===== config.mk =====
export PLATFORM = sky130hd
export DESIGN_NAME = alu_acc_seq
export DESIGN_NICKNAME = d
export VERILOG_FILES = /design/src/rtl/alu_pkg.sv /design/src/rtl/alu_acc_seq.sv
export SDC_FILE = /design/constraint.sdc
export NUM_CORES = 1
export LEC_CHECK = 0
export ABC_AREA = 1
export CAP_MARGIN = 15
export CORE_MARGIN = 2
export CORE_UTILIZATION = 41
export DETAILED_ROUTE_END_ITERATION = 8
export HOLD_SLACK_MARGIN = 0.12
export PLACE_DENSITY = 0.77
export SLEW_MARGIN = 30
export SYNTH_ARGS = -nofsm -noshare
export SYNTH_HDL_FRONTEND = slang
export SYNTH_SLANG_ARGS = --single-unit

===== constraint.sdc =====
create_clock -name clk -period 1.2 [get_ports clk]
set_input_delay 0.12 -clock clk [delete_from_list [all_inputs] [get_ports clk]]
set_output_delay 0.12 -clock clk [all_outputs]
set_load 0.02 [all_outputs]

===== src/rtl/alu_pkg.sv =====
// Shared constants and types for the accumulator/sequencer stage around the 3-bit ALU.
package alu_pkg;

  localparam int unsigned W_DEFAULT     = 3;
  localparam int unsigned CNT_W_DEFAULT = 4;

  localparam logic [1:0] OP_ADD = 2'b00;
  localparam logic [1:0] OP_SUB = 2'b01;
  localparam logic [1:0] OP_AND = 2'b10;
  localparam logic [1:0] OP_OR  = 2'b11;

  typedef enum logic [1:0] {
    IDLE = 2'd0,
    EXEC = 2'd1,
    RESP = 2'd2
  } state_t;

endpackage


===== src/rtl/alu_acc_seq.sv =====
// Command sequencer + accumulator that chains an external combinational ALU.
// Optional build macro ALU_STICKY_CARRY_EN: carry flag ORs across ops until a load.
module alu_acc_seq
  import alu_pkg::*;
#(
  parameter int unsigned W     = W_DEFAULT,
  parameter int unsigned CNT_W = CNT_W_DEFAULT
) (
  input  logic             clk,
  input  logic             rst,
  input  logic             in_valid,
  output logic             in_ready,
  input  logic [W-1:0]     in_b,
  input  logic [1:0]       in_sel,
  input  logic             in_load,
  output logic [W-1:0]     alu_a,
  output logic [W-1:0]     alu_b,
  output logic [1:0]       alu_sel,
  input  logic [W-1:0]     alu_y,
  input  logic             alu_cout,
  output logic             out_valid,
  input  logic             out_ready,
  output logic [W-1:0]     out_y,
  output logic             out_cout,
  output logic [CNT_W-1:0] op_cnt
);

  state_t           state_q, state_d;
  logic             accept;
  logic [W-1:0]     acc_q, acc_d;
  logic [W-1:0]     b_q;
  logic [1:0]       sel_q;
  logic             load_q;
  logic             flag_q, flag_d;
  logic [CNT_W-1:0] cnt_q, cnt_d;
  logic             out_valid_q;

  // State register
  always_ff @(posedge clk or negedge rst) begin
    if (!rst) state_q <= IDLE;
    else      state_q <= state_d;
  end

  // Next-state logic
  always_comb begin
    state_d = state_q;
    case (state_q)
      IDLE:    if (accept) state_d = EXEC;
      EXEC:    state_d = RESP;
      RESP:    if (out_ready) state_d = in_valid ? EXEC : IDLE;
      default: state_d = IDLE;
    endcase
  end

  // Upstream ready: a finishing response frees the slot in the same cycle
  always_comb begin
    in_ready = 1'b0;
    case (state_q)
      IDLE:    in_ready = 1'b1;
      RESP:    in_ready = out_ready;
      default: in_ready = 1'b0;
    endcase
    accept = in_valid & in_ready;
  end

  // Accumulator, flag and counter update at the end of EXEC
  always_comb begin
    acc_d  = acc_q;
    flag_d = flag_q;
    cnt_d  = cnt_q;
    if (state_q == EXEC) begin
      if (load_q) begin
        acc_d  = b_q;
        flag_d = 1'b0;
      end else begin
        acc_d  = alu_y;
`ifdef ALU_STICKY_CARRY_EN
        flag_d = flag_q | alu_cout;
`else
        flag_d = alu_cout;
`endif
        cnt_d  = cnt_q + CNT_W'(1);
      end
    end
  end

  always_ff @(posedge clk or negedge rst) begin
    if (!rst) begin
      acc_q       <= '0;
      flag_q      <= 1'b0;
      cnt_q       <= '0;
      b_q         <= '0;
      sel_q       <= 2'b00;
      load_q      <= 1'b0;
      out_valid_q <= 1'b0;
    end else begin
      acc_q       <= acc_d;
      flag_q      <= flag_d;
      cnt_q       <= cnt_d;
      out_valid_q <= (state_d == RESP);
      if (accept) begin
        b_q    <= in_b;
        sel_q  <= in_sel;
        load_q <= in_load;
      end
    end
  end

  assign alu_a     = acc_q;
  assign alu_b     = b_q;
  assign alu_sel   = sel_q;
  assign out_valid = out_valid_q;
  assign out_y     = acc_q;
  assign out_cout  = flag_q;
  assign op_cnt    = cnt_q;

endmodule

==> reports/qor.csv, run 1 <==
stage,metric,value,unit
yosys,top_reg_cell synth,dfrtp_1,
drt,Routed Antenna Nets,0,
timing,Final period util,0.957,
die,IO Count,32,
drt,DR pass1 iterations,4,
yosys,sequential area share after synthesis,0.557,
yosys,average size of a mapped cell,8.77,um^2
cts,CTS Buf Count,3,
yosys,ranking of synthesized cells by area,"dfrtp_1 (56%), nand2_1 (18%), buf_4 (3.0%)",
cts,CTS tree,done,
yosys,Netlist cell types,21,
yosys,#FFs+latches synth,17,
cts,clock-pin slew on the worst setup and hold paths,100,ps
yosys,most instantiated library cell after synthesis,nand2_1,
drt,Final Routed Wirelength,1.52,mm
yosys,YS warnings,0,
cts,"Clk Latency, worst-skew pair",280,ps
timing,final hold vios,0,
drt,routed vias/inst,4.45,
power,Total Power,0.00237,W
timing,Final Critical Period,1150,ps
worst_setup_path,critical path class,reg2out,
worst_setup_path,Critical Path Source Type,flip-flop,
global_route,Total Routing Usage GR,0.175,
die,Die W,47.1,um
worst_setup_path,CP bufs+invs,1,
cells_and_area,Area Overhead vs Synth,47.5,%
yosys,Post-synth EDFFs,0,
worst_setup_path,CP max stage delay,420,ps
drt,Iter 0 DRT Violations,7,
global_route,largest net degree at the start of global routing,18,
timing,f_max,871,MHz
global_route,GR Overflow Total,0,
worst_setup_path,CP max-delay cell,dfrtp_1,
yosys,leading area contributor after synthesis,dfrtp_1,
die,core area,1750,um^2
outcome,status,"complete, no violations",
worst_setup_path,CP arrival,1030,ps
timing,Max-slew headroom,0.832,
power,VDD IR max,0.000913,V
flow_run,# Max-Cap Violations,0,
timing,max-slew violations,0,
place,setup slack at placement,-303,ps
die,# rows,15,
worst_hold_path,worst min-delay path class,in2async,
cts,Root Driver,clkbuf_4,
yosys,syn_nets,102,
yosys,Post-synth top cells,"nand2_1 (37), dfrtp_1 (17), nor2_1 (6)",
cts,htree depth,1,
drt,# DRC,0,
global_route,initial antenna violation count,0,
die,die area,2220,um^2
yosys,Synth top area share,0.557,
worst_setup_path,CP required,1080,ps
yosys,post-synthesis async set-or-reset flop share,1.00,
cts,post-cts hold buffer count,0,
worst_setup_path,Crit Path Max Fanout,3,
power,Power Density,2100,nW/um^2
cells_and_area,# diodes,0,
die,Initial Util,0.437,
place,placed cells,144,
cts,clock sinks,17,
worst_setup_path,"CP delay by family, top",flip-flops,
worst_setup_path,critical-path cell list,dlygate4sd2_1,
yosys,"Cell Area, Synth",763,um^2
worst_setup_path,crit end category,output port,
timing,worst slew pin tran,251,ps
global_route,vias in the first global route,620,
drt,post-DR wirelength/cell,10.3,um
drt,DR vias,658,
place,final RePlAce weighted congestion,0.710,
timing,setup violators final,0,
timing,final setup margin,52.0,ps
cells_and_area,layout cell share with drive strength beyond 1,0.146,
timing,unrepaired setup endpoints after global routing,no,
place,I/O Buffers,31,
cts,postcts setup bufs,0,
cts,Clock Path Buffers,2,
cells_and_area,Final Net Count,139,
cells_and_area,final std cells w/o fill,148,
timing,clock skew,1.93,ps
yosys,Mapped Cells,87,
place,dpl hpwl,1.21,mm
die,Die Y-Extent,47.1,um
power,Leak,0.605,nW
cells_and_area,fin util,0.645,
global_route,global-route wire length before repair,2.65,mm
[power by group]
part / internal, W / switching [W] / leakage [nW]
Combinational: 0.000489 / 0.000675 / 0.377
Sequential: 0.000766 / 0.000136 / 0.212
Clock: 0.000129 / 0.000175 / 0.0150
[layout make-up]
cell class	count	area [um^2]
clock buffers	4	26.3
flip-flops and latches	17	425
multi-input cells	59	284
fillers	162	619
repair buffers	36	330
inverters	7	28.8
well taps	25	31.3
[path summary, 6_finish.rpt]
check,startpoint,end,slack (ps),depth (start not counted)
min reg2reg,alu_sel[0]$_DFFE_PN0P_,alu_sel[0]$_DFFE_PN0P_,490,2
max,alu_b[0]$_DFFE_PN0P_,alu_b[0],50,1
max in group asynchronous,rst,alu_b[0]$_DFFE_PN0P_,880,2
max reg2reg,state_q[0]$_DFF_PN0_,alu_sel[1]$_DFFE_PN0P_,110,6
min,rst,alu_sel[0]$_DFFE_PN0P_,140,2
min in group clk,in_sel[0],alu_sel[0]$_DFFE_PN0P_,360,3
[cell usage in the layout, fill, tap and decap left out, types with 2 or more instances in the layout]
master,netlist,final
buf_4,3,5
clkbuf_4,0,3
clkdlybuf4s15_1,0,2
clkdlybuf4s50_1,0,13
dfrtp_1,17,17
dlygate4sd2_1,0,15
inv_1,4,4
inv_2,2,2
nand2_1,37,37
nor2_1,6,6
o21ai_0,2,2
o21ai_1,3,3
[layer usage]
layer  vias up  part of all wire  global-route usage
li1        338                 -                   -
met1       300              0.45               0.222
met2        18              0.49               0.277
met3         2             0.050              0.0500
met4         0            0.0066              0.0833
met5         -                 0                   0
[cell families after synthesis]
family,after synthesis,synth area share
DFF,17,0.557
adders and majority gates,1,0.0164
and+or+nand+nor,49,0.270
xor gates and xnor gates,2,0.0230
AOI/OAI and AO/OA,7,0.0508
buffers and inverters,11,0.0820
[registers in the layout (all words and copies together), names as in the netlist]
name	cells
op_cnt	4
alu_a	3
alu_b	3
alu_sel	2
state_q	2
load_q	1
out_cout	1
out_valid	1
[timing repair]
| action | 4_1_cts | 5_1_grt |
|---|---|---|
| resized for setup | 21 | 6 |
| pin swaps | 0 | 1 |
| hold endpoints to repair | 0 | 0 |
| setup endpoints to repair | 18 | 3 |
[per-stage QoR]
stage               setup TNS, ps  instance area (um^2)  hold WS (ps)
global route                    0                  1130           176
finish                          0                  1130           140
CTS                             0                  1110           142
global placement             -259                  1110           459
floorplan                       0                   763          -176
detailed placement           -387                  1110           460
(Power assumes the default switching activity.)
==> inputs of run 2 (changes only) <==
--- a/config.mk
+++ b/config.mk
@@ -7,6 +7,7 @@
 export LEC_CHECK = 0
 export ABC_AREA = 1
 export CAP_MARGIN = 15
+export CORE_ASPECT_RATIO = 0.75
 export CORE_MARGIN = 2
 export CORE_UTILIZATION = 41
 export DETAILED_ROUTE_END_ITERATION = 8
==> run 2 against run 1 <==
Wire length up 11%. Count of clock-buffer cells in the layout down 1. Worst hold slack worse by 1.2 ps. Largest cell class unchanged. Sequential share of layout area down 0.084 points. Die area up 0.16%.
==> reports/qor.csv, run 2 (synthesized netlist as in run 1, its figures left out) <==
stage,metric,value,unit,change
worst_setup_path,CP bufs+invs,1,,unchanged
worst_setup_path,crit end category,output port,,
cells_and_area,max FFs per register,4,,unchanged
cells_and_area,Final Net Count,140,,+0.72%
worst_hold_path,worst min-delay path class,in2async,,
die,Die W,53.8,um,+14%
timing,unrepaired setup endpoints after global routing,no,,
drt,post-DR wirelength/cell,11.5,um,+12%
cts,CTS Buf Count,3,,unchanged
cts,postcts setup bufs,0,,unchanged
worst_setup_path,critical-path cell list,dlygate4sd2_1,,
cells_and_area,most frequent cells in the layout,"nand2_1 (37), dfrtp_1 (17), dlygate4sd2_1 (15)",,
global_route,global-route wire length before repair,2.71,mm,+2.3%
cts,htree depth,1,,unchanged
die,Die Y-Extent,41.4,um,-12%
die,core area,1740,um^2,-0.29%
worst_setup_path,critical path class,reg2out,,
die,die area,2230,um^2,+0.16%
timing,f_max,867,MHz,-0.52%
place,final RePlAce weighted congestion,0.697,,-1.9%
timing,hold slack final,138,ps,-1.19 ps
global_route,Total Routing Usage GR,0.183,,+0.00792
power,clock share of power,0.124,,-0.004
die,Initial Util,0.439,,+0.00126
cts,clock-pin slew on the worst setup and hold paths,100,ps,about the same
worst_setup_path,"reg-to-reg slack, setup",100,ps,about the same
timing,setup violators final,0,,unchanged
drt,routed vias/inst,4.69,,+5.5%
drt,Iter 0 DRT Violations,16,,+9
timing,Final Critical Period,1150,ps,+5.98 ps
drt,Final Routed Wirelength,1.68,mm,+11%
drt,Routed Antenna Nets,0,,unchanged
place,DP Area,1110,um^2,+0.34%
place,I/O Buffers,31,,unchanged
global_route,largest net degree at the start of global routing,18,,unchanged
drt,# DRC,0,,unchanged
power,switching share of power,0.422,,+0.00620
power,P_sw,0.00102,W,+3.7%
worst_setup_path,CP arrival,1030,ps,about the same
timing,worst slew pin tran,287,ps,+36.1 ps
worst_setup_path,Crit Path Max Fanout,3,,unchanged
die,# rows,13,,-2
cells_and_area,# diodes,0,,unchanged
timing,final hold vios,0,,unchanged
cts,CTS tree,done,,
flow_run,# Max-Cap Violations,0,,unchanged
power,Leak,0.613,nW,+1.4%
worst_setup_path,"CP delay by family, top",flip-flops,,
cts,Root Driver,clkbuf_4,,
cells_and_area,layout cell share with drive strength beyond 1,0.161,,+0.0149
power,sequential share of power,0.373,,-0.008
cells_and_area,Area Overhead vs Synth,47.9,%,
global_route,initial antenna violation count,0,,unchanged
timing,clock skew,6.21,ps,+4.28 ps
worst_setup_path,CP max stage delay,410,ps,about the same
worst_setup_path,CP max-delay cell,dfrtp_1,,
drt,DR vias,685,,+4.1%
cts,Clock Path Buffers,2,,unchanged
power,Power Internal,0.00140,W,+1.1%
timing,max-slew violations,0,,unchanged
cells_and_area,design area,1130,um^2,+0.22%
drt,DR pass1 iterations,4,,unchanged
timing,Final period util,0.962,,+0.00498
worst_setup_path,Critical Path Source Type,flip-flop,,
timing,Max-slew headroom,0.808,,-0.0235
cts,clock sinks,17,,unchanged
cts,"Clk Latency, worst-skew pair",290,ps,about the same
power,VDD IR max,0.00120,V,+31%
worst_setup_path,CP required,1080,ps,about the same
place,dpl hpwl,1.26,mm,+4.7%
die,IO Count,32,,unchanged
cells_and_area,"commonest non-fill, non-tap cell in the layout",nand2_1,,
power,combinational share of power,0.503,,+0.012
outcome,status,"complete, no violations",,
power,Power Density,2150,nW/um^2,+2.0%
global_route,GR Overflow Total,0,,unchanged
global_route,vias in the first global route,603,,-2.7%
run 2: worst paths after layout:
path / startpoint / end / cells after the start
setup / recovery: alu_b[0]$_DFFE_PN0P_ / alu_b[0] / 1
hold / removal: rst / state_q[0]$_DFF_PN0_ / 2
setup reg to reg: state_q[0]$_DFF_PN0_ / alu_a[2]$_DFFE_PN0P_ / 5
hold reg to reg: alu_sel[0]$_DFFE_PN0P_ / alu_sel[0]$_DFFE_PN0P_ / 2
max in group asynchronous: rst / state_q[1]$_DFF_PN0_ / 2
min in group clk: in_b[2] / alu_b[2]$_DFFE_PN0P_ / 3
run 2: stage by stage:
stage | total power, W | setup WS, ps | cells | TNS, ps | utilization
after floorplan | 0.00164 | 153 | 87 | 0 | -
after global placement | 0.00222 | -255 | 142 | -255 | 0.639
after detailed placement | 0.00226 | -269 | 142 | -307 | 0.639
after CTS | 0.00239 | 31.7 | 146 | 0 | 0.640
after global routing | 0.00260 | 1.69 | 146 | 0 | 0.648
final | 0.00242 | 46.0 | 146 | 0 | 0.648
run 2: cell type report:
cell class                      count  area [um^2]
Multi-Input combinational cell     59          288
Clock buffer                        3         22.5
Fill cell                         151          612
Tap cell                           22         27.5
Sequential cell                    17          425
Inverter                            7         28.8
Timing Repair Buffer               37          332
Clock inverter                      1         5.00
run 2: layer usage:
metal | share of wire | track usage
met5 | 0 | 0
met4 | 0.011 | 0.0705
met3 | 0.078 | 0.0679
met2 | 0.44 | 0.296
met1 | 0.47 | 0.228
run 2: what timing repair did:
action,4_1_cts,5_1_grt
gates resized for setup,21,4
pin swaps,0,0
hold buffers,0,0
cloned,0,0
setup endpoints to repair,18,4
hold endpoints to repair,0,0
run 2: power groups by stage:
| stage | registers [W] | logic [W] | clock network, W |
|---|---|---|---|
| 6_report | 0.000903 | 0.00122 | 0.000301 |
| 5_1_grt | 0.000930 | 0.00134 | 0.000331 |
| 4_1_cts | 0.000900 | 0.00118 | 0.000308 |
| 3_5_place_dp | 0.000920 | 0.00134 | 0 |
| 3_3_place_gp | 0.000909 | 0.00131 | 0 |
| 2_1_floorplan | 0.00116 | 0.000483 | 0 |
